==> src/rtl/pipe_ctrl_pkg.sv <==
// Shared types and constants for the pipeline stall/flush sequencer.
package pipe_ctrl_pkg;

   typedef enum logic [1:0] {
      PCTL_RUN,
      PCTL_MUL_WAIT,
      PCTL_MEM_WAIT
   } pctl_state_t;

   // Stage index constants; the D..W entries name the register feeding that stage.
   localparam int STG_F = 0;
   localparam int STG_D = 1;
   localparam int STG_E = 2;
   localparam int STG_M = 3;
   localparam int STG_W = 4;

   typedef struct packed {
      logic en;
      logic clr;
   } pctl_stage_ctrl_t;

   localparam pctl_stage_ctrl_t STG_PASS   = '{en: 1'b1, clr: 1'b0};
   localparam pctl_stage_ctrl_t STG_HOLD   = '{en: 1'b0, clr: 1'b0};
   localparam pctl_stage_ctrl_t STG_BUBBLE = '{en: 1'b1, clr: 1'b1};

   function automatic int max_int(input int a, input int b);
      return (a > b) ? a : b;
   endfunction

endpackage

==> src/rtl/pctl_cnt.sv <==
// Loadable up/down wait counter with zero and limit flags, shared by the
// multi-cycle and memory wait states.
module pctl_cnt #(
   parameter int W = 8
) (
   input  logic         clk,
   input  logic         reset,
   input  logic         load_i,
   input  logic [W-1:0] load_val_i,
   input  logic         inc_i,
   input  logic         dec_i,
   input  logic [W-1:0] limit_i,
   output logic         zero_o,
   output logic         at_limit_o
);

   logic [W-1:0] cnt_q;
   logic [W-1:0] cnt_d;

   // NOTE: every always_comb output gets a default first so no latch is inferred.
   always_comb begin
      cnt_d = cnt_q;
      if (load_i)
         cnt_d = load_val_i;
      else if (inc_i)
         cnt_d = cnt_q + 1'b1;
      else if (dec_i)
         cnt_d = cnt_q - 1'b1;
   end

   // NOTE: sequential state uses non-blocking assignments only.
   always_ff @(posedge clk or posedge reset) begin
      if (reset)
         cnt_q <= '0;
      else
         cnt_q <= cnt_d;
   end

   assign zero_o     = (cnt_q == '0);
   assign at_limit_o = (cnt_q >= limit_i);

endmodule

==> src/rtl/pipe_stall_ctrl.sv <==
// Stall/flush sequencer for the F-D-E-M-W pipeline (same-cycle stall decode).
// Perf counters are built only when PIPE_STALL_CTRL_PERF_EN is defined.
module pipe_stall_ctrl
   import pipe_ctrl_pkg::*;
#(
   parameter int MUL_LAT     = 4,
   parameter int MEM_TIMEOUT = 255,
   parameter int CNT_W       = 32
) (
   input  logic             clk,
   input  logic             reset,
   input  logic             lu_hazard,
   input  logic             br_taken_e,
   input  logic             mul_start_e,
   input  logic             mem_req_m,
   input  logic             mem_ready,
   output logic             en_f,
   output logic             en_fd,
   output logic             en_de,
   output logic             en_em,
   output logic             en_mw,
   output logic             clr_fd,
   output logic             clr_de,
   output logic             clr_em,
   output logic             clr_mw,
   output logic             mem_timeout,
   output logic             busy,
   output logic [CNT_W-1:0] stall_cycles,
   output logic [CNT_W-1:0] flush_events
);

   localparam int CW = $clog2(max_int(MUL_LAT, MEM_TIMEOUT) + 1);

   pctl_state_t      state_q;
   pctl_state_t      state_d;
   logic             timeout_q;
   logic             timeout_set;
   logic             release_c;
   logic             pc_en;
   pctl_stage_ctrl_t stg [STG_D:STG_W];

   logic             cnt_ld;
   logic [CW-1:0]    cnt_ld_val;
   logic             cnt_inc;
   logic             cnt_dec;
   logic             cnt_zero;
   logic             cnt_at_lim;

   pctl_cnt #(.W(CW)) u_cnt (
      .clk        (clk),
      .reset      (reset),
      .load_i     (cnt_ld),
      .load_val_i (cnt_ld_val),
      .inc_i      (cnt_inc),
      .dec_i      (cnt_dec),
      .limit_i    (CW'(MEM_TIMEOUT)),
      .zero_o     (cnt_zero),
      .at_limit_o (cnt_at_lim)
   );

   always_comb begin
      state_d     = state_q;
      cnt_ld      = 1'b0;
      cnt_ld_val  = '0;
      cnt_inc     = 1'b0;
      cnt_dec     = 1'b0;
      timeout_set = 1'b0;
      release_c   = 1'b0;
      pc_en       = 1'b1;
      for (int s = STG_D; s <= STG_W; s++)
         stg[s] = STG_PASS;

      case (state_q)
         PCTL_RUN: begin
            if (mem_req_m && !mem_ready) begin
               pc_en      = 1'b0;
               stg[STG_D] = STG_HOLD;
               stg[STG_E] = STG_HOLD;
               stg[STG_M] = STG_HOLD;
               stg[STG_W] = STG_BUBBLE;
               cnt_ld     = 1'b1;
               cnt_ld_val = CW'(1);
               state_d    = PCTL_MEM_WAIT;
            end else if (mul_start_e) begin
               pc_en      = 1'b0;
               stg[STG_D] = STG_HOLD;
               stg[STG_E] = STG_HOLD;
               stg[STG_M] = STG_BUBBLE;
               cnt_ld     = 1'b1;
               cnt_ld_val = CW'(MUL_LAT - 1);
               state_d    = PCTL_MUL_WAIT;
            end else begin
               release_c = 1'b1;
            end
         end
         PCTL_MUL_WAIT: begin
            if (!cnt_zero) begin
               pc_en      = 1'b0;
               stg[STG_D] = STG_HOLD;
               stg[STG_E] = STG_HOLD;
               stg[STG_M] = STG_BUBBLE;
               cnt_dec    = 1'b1;
            end else begin
               release_c = 1'b1;
               state_d   = PCTL_RUN;
            end
         end
         PCTL_MEM_WAIT: begin
            if (mem_ready || cnt_at_lim) begin
               release_c   = 1'b1;
               timeout_set = !mem_ready;
               state_d     = PCTL_RUN;
            end else begin
               pc_en      = 1'b0;
               stg[STG_D] = STG_HOLD;
               stg[STG_E] = STG_HOLD;
               stg[STG_M] = STG_HOLD;
               stg[STG_W] = STG_BUBBLE;
               cnt_inc    = 1'b1;
            end
         end
         default: state_d = PCTL_RUN;
      endcase

      // Release cycles (plain RUN or wait exit) only honour flush and load-use.
      if (release_c) begin
         if (br_taken_e) begin
            stg[STG_D] = STG_BUBBLE;
            stg[STG_E] = STG_BUBBLE;
         end else if (lu_hazard) begin
            pc_en      = 1'b0;
            stg[STG_D] = STG_HOLD;
            stg[STG_E] = STG_BUBBLE;
         end
      end

      if (reset) begin
         pc_en = 1'b0;
         for (int s = STG_D; s <= STG_W; s++)
            stg[s] = '0;
      end
   end

   // NOTE: asynchronous reset appears in the sensitivity list; it is active-high here.
   always_ff @(posedge clk or posedge reset) begin
      if (reset) begin
         state_q   <= PCTL_RUN;
         timeout_q <= 1'b0;
      end else begin
         state_q <= state_d;
         if (timeout_set)
            timeout_q <= 1'b1;
      end
   end

   assign en_f        = pc_en;
   assign en_fd       = stg[STG_D].en;
   assign en_de       = stg[STG_E].en;
   assign en_em       = stg[STG_M].en;
   assign en_mw       = stg[STG_W].en;
   assign clr_fd      = stg[STG_D].clr;
   assign clr_de      = stg[STG_E].clr;
   assign clr_em      = stg[STG_M].clr;
   assign clr_mw      = stg[STG_W].clr;
   assign mem_timeout = timeout_q;
   assign busy        = !reset && (state_q != PCTL_RUN);

`ifdef PIPE_STALL_CTRL_PERF_EN
   logic [CNT_W-1:0] stall_q;
   logic [CNT_W-1:0] flush_q;

   // Saturating event counters; reset cycles are excluded by the reset branch.
   always_ff @(posedge clk or posedge reset) begin
      if (reset) begin
         stall_q <= '0;
         flush_q <= '0;
      end else begin
         if (!en_f && !(&stall_q))
            stall_q <= stall_q + 1'b1;
         if (clr_fd && !(&flush_q))
            flush_q <= flush_q + 1'b1;
      end
   end

   assign stall_cycles = stall_q;
   assign flush_events = flush_q;
`else
   assign stall_cycles = '0;
   assign flush_events = '0;
`endif

`ifndef SYNTHESIS
   a_no_mul_with_branch: assert property (@(posedge clk) disable iff (reset)
      !(mul_start_e && br_taken_e));
`endif

endmodule

==> config.mk <==
export PLATFORM = sky130hd
export DESIGN_NAME = pipe_stall_ctrl
export DESIGN_NICKNAME = d
export VERILOG_FILES = /design/src/rtl/pipe_ctrl_pkg.sv /design/src/rtl/pctl_cnt.sv /design/src/rtl/pipe_stall_ctrl.sv
export SDC_FILE = /design/constraint.sdc
export NUM_CORES = 1
export LEC_CHECK = 0
export BUFFER_PORTS_ARGS = -buffer_cell sky130_fd_sc_hd__buf_2
export CORE_ASPECT_RATIO = 1.25
export CORE_MARGIN = 4
export CORE_UTILIZATION = 44
export DETAILED_ROUTE_END_ITERATION = 16
export PLACE_DENSITY = 0.81
export SKIP_CTS_REPAIR_TIMING = 1
export SLEW_MARGIN = 20
export SYNTH_ARGS = -nofsm -noshare
export SYNTH_HDL_FRONTEND = slang
export SYNTH_SLANG_ARGS = --single-unit
==> constraint.sdc <==
create_clock -name clk -period 3.24 [get_ports clk]
set_input_delay 0.486 -clock clk [delete_from_list [all_inputs] [get_ports clk]]
set_output_delay 0.486 -clock clk [all_outputs]
set_load 0.005 [all_outputs]
==> out/results.tsv, run 1 <==
stage	metric	value	unit
cells_and_area	final_core_util	0.428	
die	die_h	70.4	um
logic_synthesis	synth_edf_count	0	
clock_tree	clk_path_buf_depth	2	
die	ios	82	
logic_synthesis	netlist_top_cells_area	buf_4, dfrtp_1, ha_1, nor2_1, mux2i_1	
cells_and_area	layout_common_cells	conb_1, buf_2, nor2_1, dfrtp_1, nand2_1	
global_routing	antenna_found_initial	0	
worst_setup_path	crit_required	3.44	ns
logic_synthesis	yosysSeqAreaShare	0.201	
power_and_ir_drop	peakVddDrop	339	uV
sta	setup_viol	0	
power_and_ir_drop	pwr_density_cell	806	nW/um2
logic_synthesis	synth_flop_cell	dfrtp_1	
place	place_ws	0.581	ns
global_routing	grt_pass1_wl	3480	um
global_routing	track_usage	0.108	
worst_setup_path	crit_slowest_cell	dfrtp_1	
sta	worstMarginPinSlew	0.611	ns
logic_synthesis	synth_cell_types	40	
worst_setup_path	crit_type	flop to flop	
logic_synthesis	synth_seq_cells	11	
cells_and_area	n_antenna_cell	0	
global_routing	grt_overflow	0	
logic_synthesis	syn_inst	163	
sta	drv_slew	0	
worst_setup_path	path_common_cell	mux2i_1	
worst_setup_path	start_kind	flop	
logic_synthesis	synth_top_area_frac	0.350	
route	vias_per_cell	4.41	
worst_setup_path	cp_max_fo	10	
worst_setup_path	slowest_delay	0.46	ns
route	postRouteAntennaNets	0	
clock_tree	cts.sinks	11	
place	dp_hpwl	1950	um
clock_tree	cts-root-buf	clkbuf_4	
cells_and_area	layout_commonest_cell	conb_1	
sta	holdWs	0.241	ns
place	numPortBuffers	17	
route	top_layer_used	met4	
route	firstDrtPassIters	2	
clock_tree	cts_tree	yes	
route	wl_met2	1270	um
cells_and_area	design_area	1270	um2
logic_synthesis	ys.warnings.count	0	
worst_setup_path	worstPathArrival	2.86	ns
route	drc	0	
sta	post-route-period-util	0.822	
route	drt_iter0_markers	25	
route	finalWirelength	2380	um
logic_synthesis	synth_area	1370	um2
route	num_vias	958	
global_routing	first_global_vias	818	
sta	layout_min_cycle_time	2.66	ns
clock_tree	clk_latency	0.27	ns
clock_tree	clkSlewWorstSetupHoldPaths	0.07	ns
logic_synthesis	synth.largest_area_cell	buf_4	
power_and_ir_drop	total_power	1.03	mW
power_and_ir_drop	leakage	0.695	nW
global_routing	grt_max_degree	15	
worst_hold_path	hold_class	primary input to async pin	
clock_tree	cts_buffers	3	
place	place_area	1250	um2
route	wire_per_inst	10.9	um
route	met1_length	755	um
die	fp.dieW	58.0	um
place	place_inst	213	
sta	clock_skew	0.000836	ns
sta	post-route-worst-setup-slack	0.576	ns
outcome	outcome	completed	
worst_setup_path	cp_cell_sequence	nand4_1 > o211ai_2 > ha_1 > o211a_1 > o21a_1 > o41ai_2 > mux2i_1 > mux2i_1	
cells_and_area	finalNonFillerCells	217	
die	core	2970	um2
die	die_area	4080	um2
logic_synthesis	async_reset_ff_frac	1.00	
sta	relSlewSlack	0.590	
die	rows	22	
cells_and_area	area_growth	-7.29	%
cells_and_area	drive_gt1_frac	0.160	
clock_tree	htree_levels	1	
sta	fin_tns_setup	0	ns
cells_and_area	nets	196	
die	start_util	0.462	
sta	hold_violations	0	
sta	max_freq	0.375	GHz
flow_run	maxCapViolCount	0	
worst_setup_path	critical_path.endpoint_type	flop	
logic_synthesis	avgSynthCellArea	8.42	um2
sta	grt_setup_unrepaired	false	
route	wl_met3	280	um
place	gp_congestion	0.819	
[cell families after synthesis]
family | after synthesis | synth area share
AOI/OAI and AO/OA | 30 | 0.165
DFF | 11 | 0.201
and+or+nand+nor | 35 | 0.129
adders and majority gates | 7 | 0.0693
muxes | 4 | 0.0292
buffers and inverters | 70 | 0.373
xor gates and xnor gates | 5 | 0.0319
other | 1 | 0.00273
[synth_stat cells (all sizes together), types with 2 or more instances]
cell type / n
a31oi: 2
mux2i: 4
buf: 66
a211oi: 2
nor3: 2
or4: 2
nor2: 11
o21a: 2
a21o: 3
nor2b: 2
dfrtp: 11
a21oi: 5
xnor2: 4
nand2: 11
ha: 6
nand4: 3
o21ai: 7
inv: 3
[state kept, by name, indices dropped and copies added, names as in the netlist]
| name | count |
|---|---|
| state_q | 2 |
| mem_timeout | 1 |
| u_cnt.cnt_q | 8 |
[critical path: cells and delay by family (launching register included)]
family,cells,cell delay (ns)
fa+ha+maj,1,0.38
mux,2,0.44
compound gates,4,1.14
simple gates,1,0.18
flops,1,0.46
[area by class of cell]
type / instances / area (um2)
multi-input combinational: 145 / 822
inverter: 3 / 11.3
clock buffer: 4 / 26.3
fill: 292 / 1700
timing repair buffer: 18 / 92.6
tap: 36 / 45.0
sequential: 11 / 275
[routing by layer]
metal	up-vias	global-route usage
li1	464	-
met1	428	0.105
met2	60	0.205
met3	6	0.00924
met4	0	0.0696
met5	-	0
[report_power, final]
| group | switching (mW) | total (mW) | internal, mW |
|---|---|---|---|
| Sequential | 0.0889 | 0.290 | 0.201 |
| Clock | 0.0453 | 0.0930 | 0.0478 |
| Combinational | 0.344 | 0.642 | 0.298 |
| Total | 0.478 | 1.03 | 0.547 |
[path summary, 6_finish.rpt]
check / start / to / slack, ns / depth (start not counted)
setup / recovery: u_cnt.cnt_q[0]$_DFFE_PP0P_ / u_cnt.cnt_q[7]$_DFFE_PP0P_ / 0.58 / 8
hold / removal: reset / state_q[1]$_DFFE_PP0P_ / 0.24 / 3
setup reg to reg: u_cnt.cnt_q[0]$_DFFE_PP0P_ / u_cnt.cnt_q[7]$_DFFE_PP0P_ / 0.58 / 8
hold reg to reg: mem_timeout$_DFFE_PP0P_ / mem_timeout$_DFFE_PP0P_ / 0.48 / 1
max in group asynchronous: reset / u_cnt.cnt_q[5]$_DFFE_PP0P_ / 2.84 / 3
min in group clk: mem_ready / state_q[1]$_DFFE_PP0P_ / 0.45 / 2
(Power assumes the default switching activity.)
==> run 2: changes to the inputs <==
- CORE_UTILIZATION: 44 -> 40
- PLACE_DENSITY: 0.81 -> 0.78
- clock period: 3.24 -> 2.45 ns (I/O delays scaled with it)
==> run 2 against run 1 <==
Non-clock buffer count is 22 higher. Hold slack worse by 0.045 ns. Via count increased by 13%. Count of clock-buffer cells in the layout is the same. Cell count rose by 11%. Register-to-register slack worse by 0.47 ns. Routed wire length grew 22%. Sequential power grew 7.6%. Worst setup slack lost 0.52 ns. Design area up 18%. Global-route usage grew 0.46 points. Largest power group unchanged.
==> out/results.tsv, run 2 (synthesized netlist as in run 1, its figures left out) <==
stage	metric	value	unit	change
outcome	outcome	completed		
worst_setup_path	r2r_cells	8		unchanged
route	postRouteAntennaNets	0		unchanged
power_and_ir_drop	peakVddDrop	604	uV	+78%
worst_setup_path	critPathTopFamily	simple AND/OR/NAND/NOR gates		
worst_setup_path	cp_num_cells	7		-1
global_routing	antenna_found_initial	0		unchanged
cells_and_area	finalNonFillerCells	240		+11%
sta	layout_min_cycle_time	2.40	ns	
worst_setup_path	slowest_delay	0.56	ns	+0.10 ns
die	start_util	0.422		-0.0396
sta	clock_skew	0.00499	ns	+0.00416 ns
cells_and_area	n_antenna_cell	0		unchanged
route	drt_iter0_markers	42		+68%
global_routing	grt_pass1_wl	3670	um	+5.6%
place	numPortBuffers	17		unchanged
clock_tree	cts_tree	yes		
cells_and_area	nets	218		+11%
route	finalWirelength	2910	um	+22%
place	gp_congestion	0.861		+5.1%
place	place_inst	231		+8.5%
power_and_ir_drop	leakage	0.807	nW	+16%
sta	hold_violations	0		unchanged
global_routing	grt_overflow	0		unchanged
worst_setup_path	worstPathArrival	2.03	ns	-0.83 ns
clock_tree	clk_latency	0.25	ns	-0.02 ns
sta	setup_viol	0		unchanged
worst_setup_path	crit_type	flop to primary output		
cells_and_area	layout_common_cells	conb_1, buf_4, buf_2		
power_and_ir_drop	total_power	1.69	mW	+65%
route	drc	0		unchanged
die	die_h	73.5	um	+4.3%
global_routing	grt_max_degree	14		-1
sta	max_freq	0.417	GHz	
clock_tree	cts-root-buf	clkbuf_8		
cells_and_area	drive_gt1_frac	0.271		+0.111
place	dp_hpwl	2170	um	+11%
worst_setup_path	crit_slowest_cell	or4_4		
cells_and_area	layout_commonest_cell	conb_1		
worst_setup_path	cp_cell_sequence	buf_4 > or4_4 > nor2_2 > a211oi_1 > a211o_1 > nor2_1 > buf_2		
clock_tree	cts.sinks	11		unchanged
power_and_ir_drop	pwr_density_cell	1130	nW/um2	+40%
die	ios	82		unchanged
sta	drv_slew	0		unchanged
die	fp.dieW	60.4	um	+4.2%
flow_run	maxCapViolCount	0		unchanged
cells_and_area	top_register	u_cnt.cnt_q		
clock_tree	clk_path_buf_depth	2		unchanged
route	firstDrtPassIters	4		+2
sta	post-route-worst-setup-slack	0.0532	ns	-0.523 ns
clock_tree	clkSlewWorstSetupHoldPaths	0.05	ns	-0.02 ns
sta	fin_tns_setup	0	ns	unchanged
die	rows	23		+4.5%
worst_setup_path	critical_path.endpoint_type	primary output		
die	die_area	4440	um2	+8.7%
worst_setup_path	crit_required	2.08	ns	-1.36 ns
worst_hold_path	hold_class	primary input to async pin		
global_routing	first_global_vias	877		+7.2%
clock_tree	cts_buffers	3		unchanged
route	wire_per_inst	12.1	um	+11%
cells_and_area	final_core_util	0.461		+0.0329
route	vias_per_cell	4.49		+1.7%
cells_and_area	area_growth	9.21	%	
worst_setup_path	start_kind	flop		
die	core	3250	um2	+9.4%
cells_and_area	largest_reg_flops	8		unchanged
worst_setup_path	crit_buf_inv	2		+2
clock_tree	htree_levels	1		unchanged
worst_setup_path	cp_max_fo	3		-7
global_routing	track_usage	0.112		+0.00458
sta	post-route-period-util	0.978		
place	place_ws	0.0368	ns	-0.544 ns
route	num_vias	1078		+13%
run 2: cell count changes in the layout (fill, tap and decap cells not counted), sizes merged:
cell,before,now
buf,18,40
run 2: final timing paths:
path	end	slack [ns]	start
max in group asynchronous	u_cnt.cnt_q[5]$_DFFE_PP0P_	2.09	reset
worst min-delay path	u_cnt.cnt_q[1]$_DFFE_PP0P_	0.20	reset
min in group clk	state_q[1]$_DFFE_PP0P_	0.36	mem_ready
worst max register to register	u_cnt.cnt_q[7]$_DFFE_PP0P_	0.11	u_cnt.cnt_q[1]$_DFFE_PP0P_
worst max-delay path	clr_de	0.05	u_cnt.cnt_q[7]$_DFFE_PP0P_
worst min register to register	mem_timeout$_DFFE_PP0P_	0.51	mem_timeout$_DFFE_PP0P_
run 2: worst register-to-register path: stages, from the launching register on:
cell	delay, ns
dfrtp_1	0.35
nand4_1	0.21
o211ai_4	0.38
ha_4	0.26
a21o_1	0.19
o21a_1	0.19
o41ai_2	0.25
mux2i_1	0.26
mux2i_1	0.19
run 2: final cells by class:
| class | count | area, um2 |
|---|---|---|
| repair buffers | 40 | 258 |
| clock buffers | 4 | 45.0 |
| well taps | 37 | 46.3 |
| multi-input cells | 145 | 863 |
| inverters | 3 | 11.3 |
| flip-flops and latches | 11 | 275 |
| fillers | 315 | 1750 |
run 2: power by group:
group | total, mW | switching, mW | internal (mW)
combinational | 1.19 | 0.614 | 0.581
clock | 0.188 | 0.0733 | 0.115
sequential | 0.312 | 0.0447 | 0.267
total | 1.69 | 0.732 | 0.963
run 2: metal layers:
layer	routed length, um	vias up	track usage
met2	1500	65	0.202
met4	102	0	0.0862
met5	0	-	0
li1	-	505	-
met1	1000	499	0.110
met3	301	9	0.0176
run 2: through the flow:
stage	hold WS, ns	cell area (um2)
floorplan	0.250	1610
detailed placement	0.451	1380
global placement	0.445	1380
global route	0.209	1500
CTS	0.189	1420
finish	0.196	1500
==> run 3: changes to the inputs <==
- BUFFER_PORTS_ARGS: -buffer_cell sky130_fd_sc_hd__buf_2 -> not set
- CORE_MARGIN: 4 -> 3
- CORE_UTILIZATION: 40 -> 55
- DONT_BUFFER_PORTS: not set -> 1
- PLACE_DENSITY: 0.78 -> 0.73
- RECOVER_POWER: not set -> 100
==> run 3 against run 2 <==
Die area is 29% lower. Non-clock buffer count decreased by 23. Worst setup slack better by 0.027 ns. Via count down 9.0%. Routed wire length shrank 13%. First-iteration DRC count is 74% lower. Maximum frequency up 1.1%. Design area decreased by 11%. Cell count shrank 12%. Utilization grew 12 points. Largest cell class unchanged.
==> out/results.tsv, run 3 (synthesized netlist as in run 1, its figures left out) <==
stage	metric	value	unit	change
cells_and_area	largest_reg_flops	8		unchanged
worst_setup_path	worstPathArrival	2.00	ns	-0.03 ns
sta	setup_viol	0		unchanged
global_routing	grt_max_degree	14		unchanged
cells_and_area	n_fill_cell	207		-34%
sta	layout_min_cycle_time	2.37	ns	-0.0271 ns
cells_and_area	finalNonFillerCells	211		-12%
cells_and_area	drive_gt1_frac	0.167		-0.104
sta	hold_violations	0		unchanged
die	die_area	3130	um2	-29%
cells_and_area	nets	195		-11%
clock_tree	clk_latency	0.26	ns	about the same
route	drt_iter0_markers	11		-74%
global_routing	grtUsageMet2	0.297		+0.0947
sta	post-route-worst-setup-slack	0.0803	ns	+0.0271 ns
worst_setup_path	cp_cell_sequence	buf_4 > or4_4 > o21ai_4 > nand4_1 > a31oi_1		
global_routing	grt_overflow	0		unchanged
die	fp.dieW	50.7	um	-16%
flow_run	maxCapViolCount	0		unchanged
route	wire_per_inst	12.0	um	-1.0%
die	core	2280	um2	-30%
clock_tree	htree_levels	1		unchanged
sta	worstMarginPinSlew	0.711	ns	
place	place_ws	-0.0109	ns	-0.0477 ns
power_and_ir_drop	peakVddDrop	647	uV	+7.1%
sta	drv_slew	0		unchanged
clock_tree	cts.sinks	11		unchanged
place	gp_congestion	0.927		+7.6%
sta	max_freq	0.422	GHz	+1.1%
worst_setup_path	start_kind	flop		
global_routing	grt_use_met1	0.157		+0.0472
power_and_ir_drop	total_power	1.51	mW	-11%
outcome	outcome	completed		
cells_and_area	area_growth	-3.10	%	
route	firstDrtPassIters	6		+2
global_routing	grt_pass1_wl	3570	um	-2.8%
route	num_vias	981		-9.0%
cells_and_area	multiInputGateArea	842	um2	-2.5%
worst_setup_path	slowest_delay	0.57	ns	about the same
worst_setup_path	critical_path.endpoint_type	primary output		
power_and_ir_drop	leakage	0.694	nW	-14%
clock_tree	clk_path_buf_depth	2		unchanged
route	postRouteAntennaNets	0		unchanged
sta	clock_skew	0.00605	ns	+0.00105 ns
sta	post-route-period-util	0.967		-0.0111
route	finalWirelength	2530	um	-13%
route	drc	0		unchanged
cells_and_area	n_antenna_cell	0		unchanged
global_routing	track_usage	0.149		+0.0373
global_routing	antenna_found_initial	0		unchanged
die	rows	19		-17%
place	place_inst	204		-12%
cells_and_area	regArea	275	um2	unchanged
cells_and_area	layout_common_cells	conb_1, buf_4, dfrtp_1		
sta	grt_setup_unrepaired	true		
clock_tree	cts_buffers	3		unchanged
cells_and_area	top_register	u_cnt.cnt_q		
place	numPortBuffers	0		-17
worst_setup_path	crit_slowest_cell	or4_4		
global_routing	first_global_vias	813		-7.3%
worst_hold_path	hold_class	primary input to async pin		
worst_setup_path	crit_required	2.08	ns	about the same
sta	holdWs	0.193	ns	-0.00291 ns
global_routing	grt.busiest_layer	met2		
clock_tree	clkSlewWorstSetupHoldPaths	0.07	ns	+0.02 ns
die	ios	82		unchanged
die	start_util	0.601		+0.179
worst_setup_path	crit_type	flop to primary output		
sta	relSlewSlack	0.526		
clock_tree	cts_tree	yes		
cells_and_area	layout_commonest_cell	conb_1		
global_routing	grt_util_met3	0.0263		+0.00868
die	die_h	61.9	um	-16%
place	dp_hpwl	2080	um	-3.9%
power_and_ir_drop	pwr_density_cell	1140	nW/um2	+0.62%
worst_setup_path	cp_max_fo	5		+2
cells_and_area	final_core_util	0.583		+0.122
route	vias_per_cell	4.65		+3.5%
clock_tree	cts-root-buf	clkbuf_4		
-- run 3: cell count changes in the layout (fill, tap and decap cells not counted), sizes merged --
cell / before / now
clkbuf: 4 / 5
buf: 40 / 16
-- run 3: routing by layer --
metal  up-vias  share of wire
met3         6           0.10
met1       453           0.33
met5         -              0
met4         0          0.018
li1        459              -
met2        63           0.55
-- run 3: where the power goes --
group / switching (mW) / internal (mW) / leakage [nW]
clock: 0.0587 / 0.0628 / 0.0150
combinational: 0.572 / 0.505 / 0.545
sequential: 0.0482 / 0.267 / 0.134
total: 0.679 / 0.834 / 0.694
-- run 3: final cells by class --
type / instances / area share
clock buffers: 4 / 0.0198
inverters: 3 / 0.00847
multi-input cells: 145 / 0.633
flip-flops and latches: 11 / 0.207
well taps: 31 / 0.0292
repair buffers: 17 / 0.103
-- run 3: stage by stage --
stage	instance area, um2	TNS (ns)
after floorplan	1610	0
after global placement	1250	0
after detailed placement	1250	-0.0109
after CTS	1280	-0.0259
after global routing	1330	-0.0492
final	1330	0
-- run 3: worst max-delay path: cells and delay by family (launching register included) --
family                 cells  cell delay [ns]
AND/OR/NAND/NOR            2             0.75
AO/OA/AOI/OAI              2             0.44
buffers and inverters      1             0.16
flip-flops                 1             0.39
-- run 3: final timing paths --
kind                                       startpoint                          to  slack [ns]  depth (start not counted)
setup / recovery           u_cnt.cnt_q[0]$_DFFE_PP0P_                        en_f        0.08                          5
hold / removal                                  reset  u_cnt.cnt_q[2]$_DFFE_PP0P_        0.19                          2
setup reg to reg           u_cnt.cnt_q[0]$_DFFE_PP0P_  u_cnt.cnt_q[7]$_DFFE_PP0P_        0.11                          8
hold reg to reg               mem_timeout$_DFFE_PP0P_     mem_timeout$_DFFE_PP0P_        0.51                          1
max in group asynchronous                       reset      state_q[1]$_DFFE_PP0P_        1.81                          2
min in group clk                            mem_ready      state_q[1]$_DFFE_PP0P_        0.21                          1
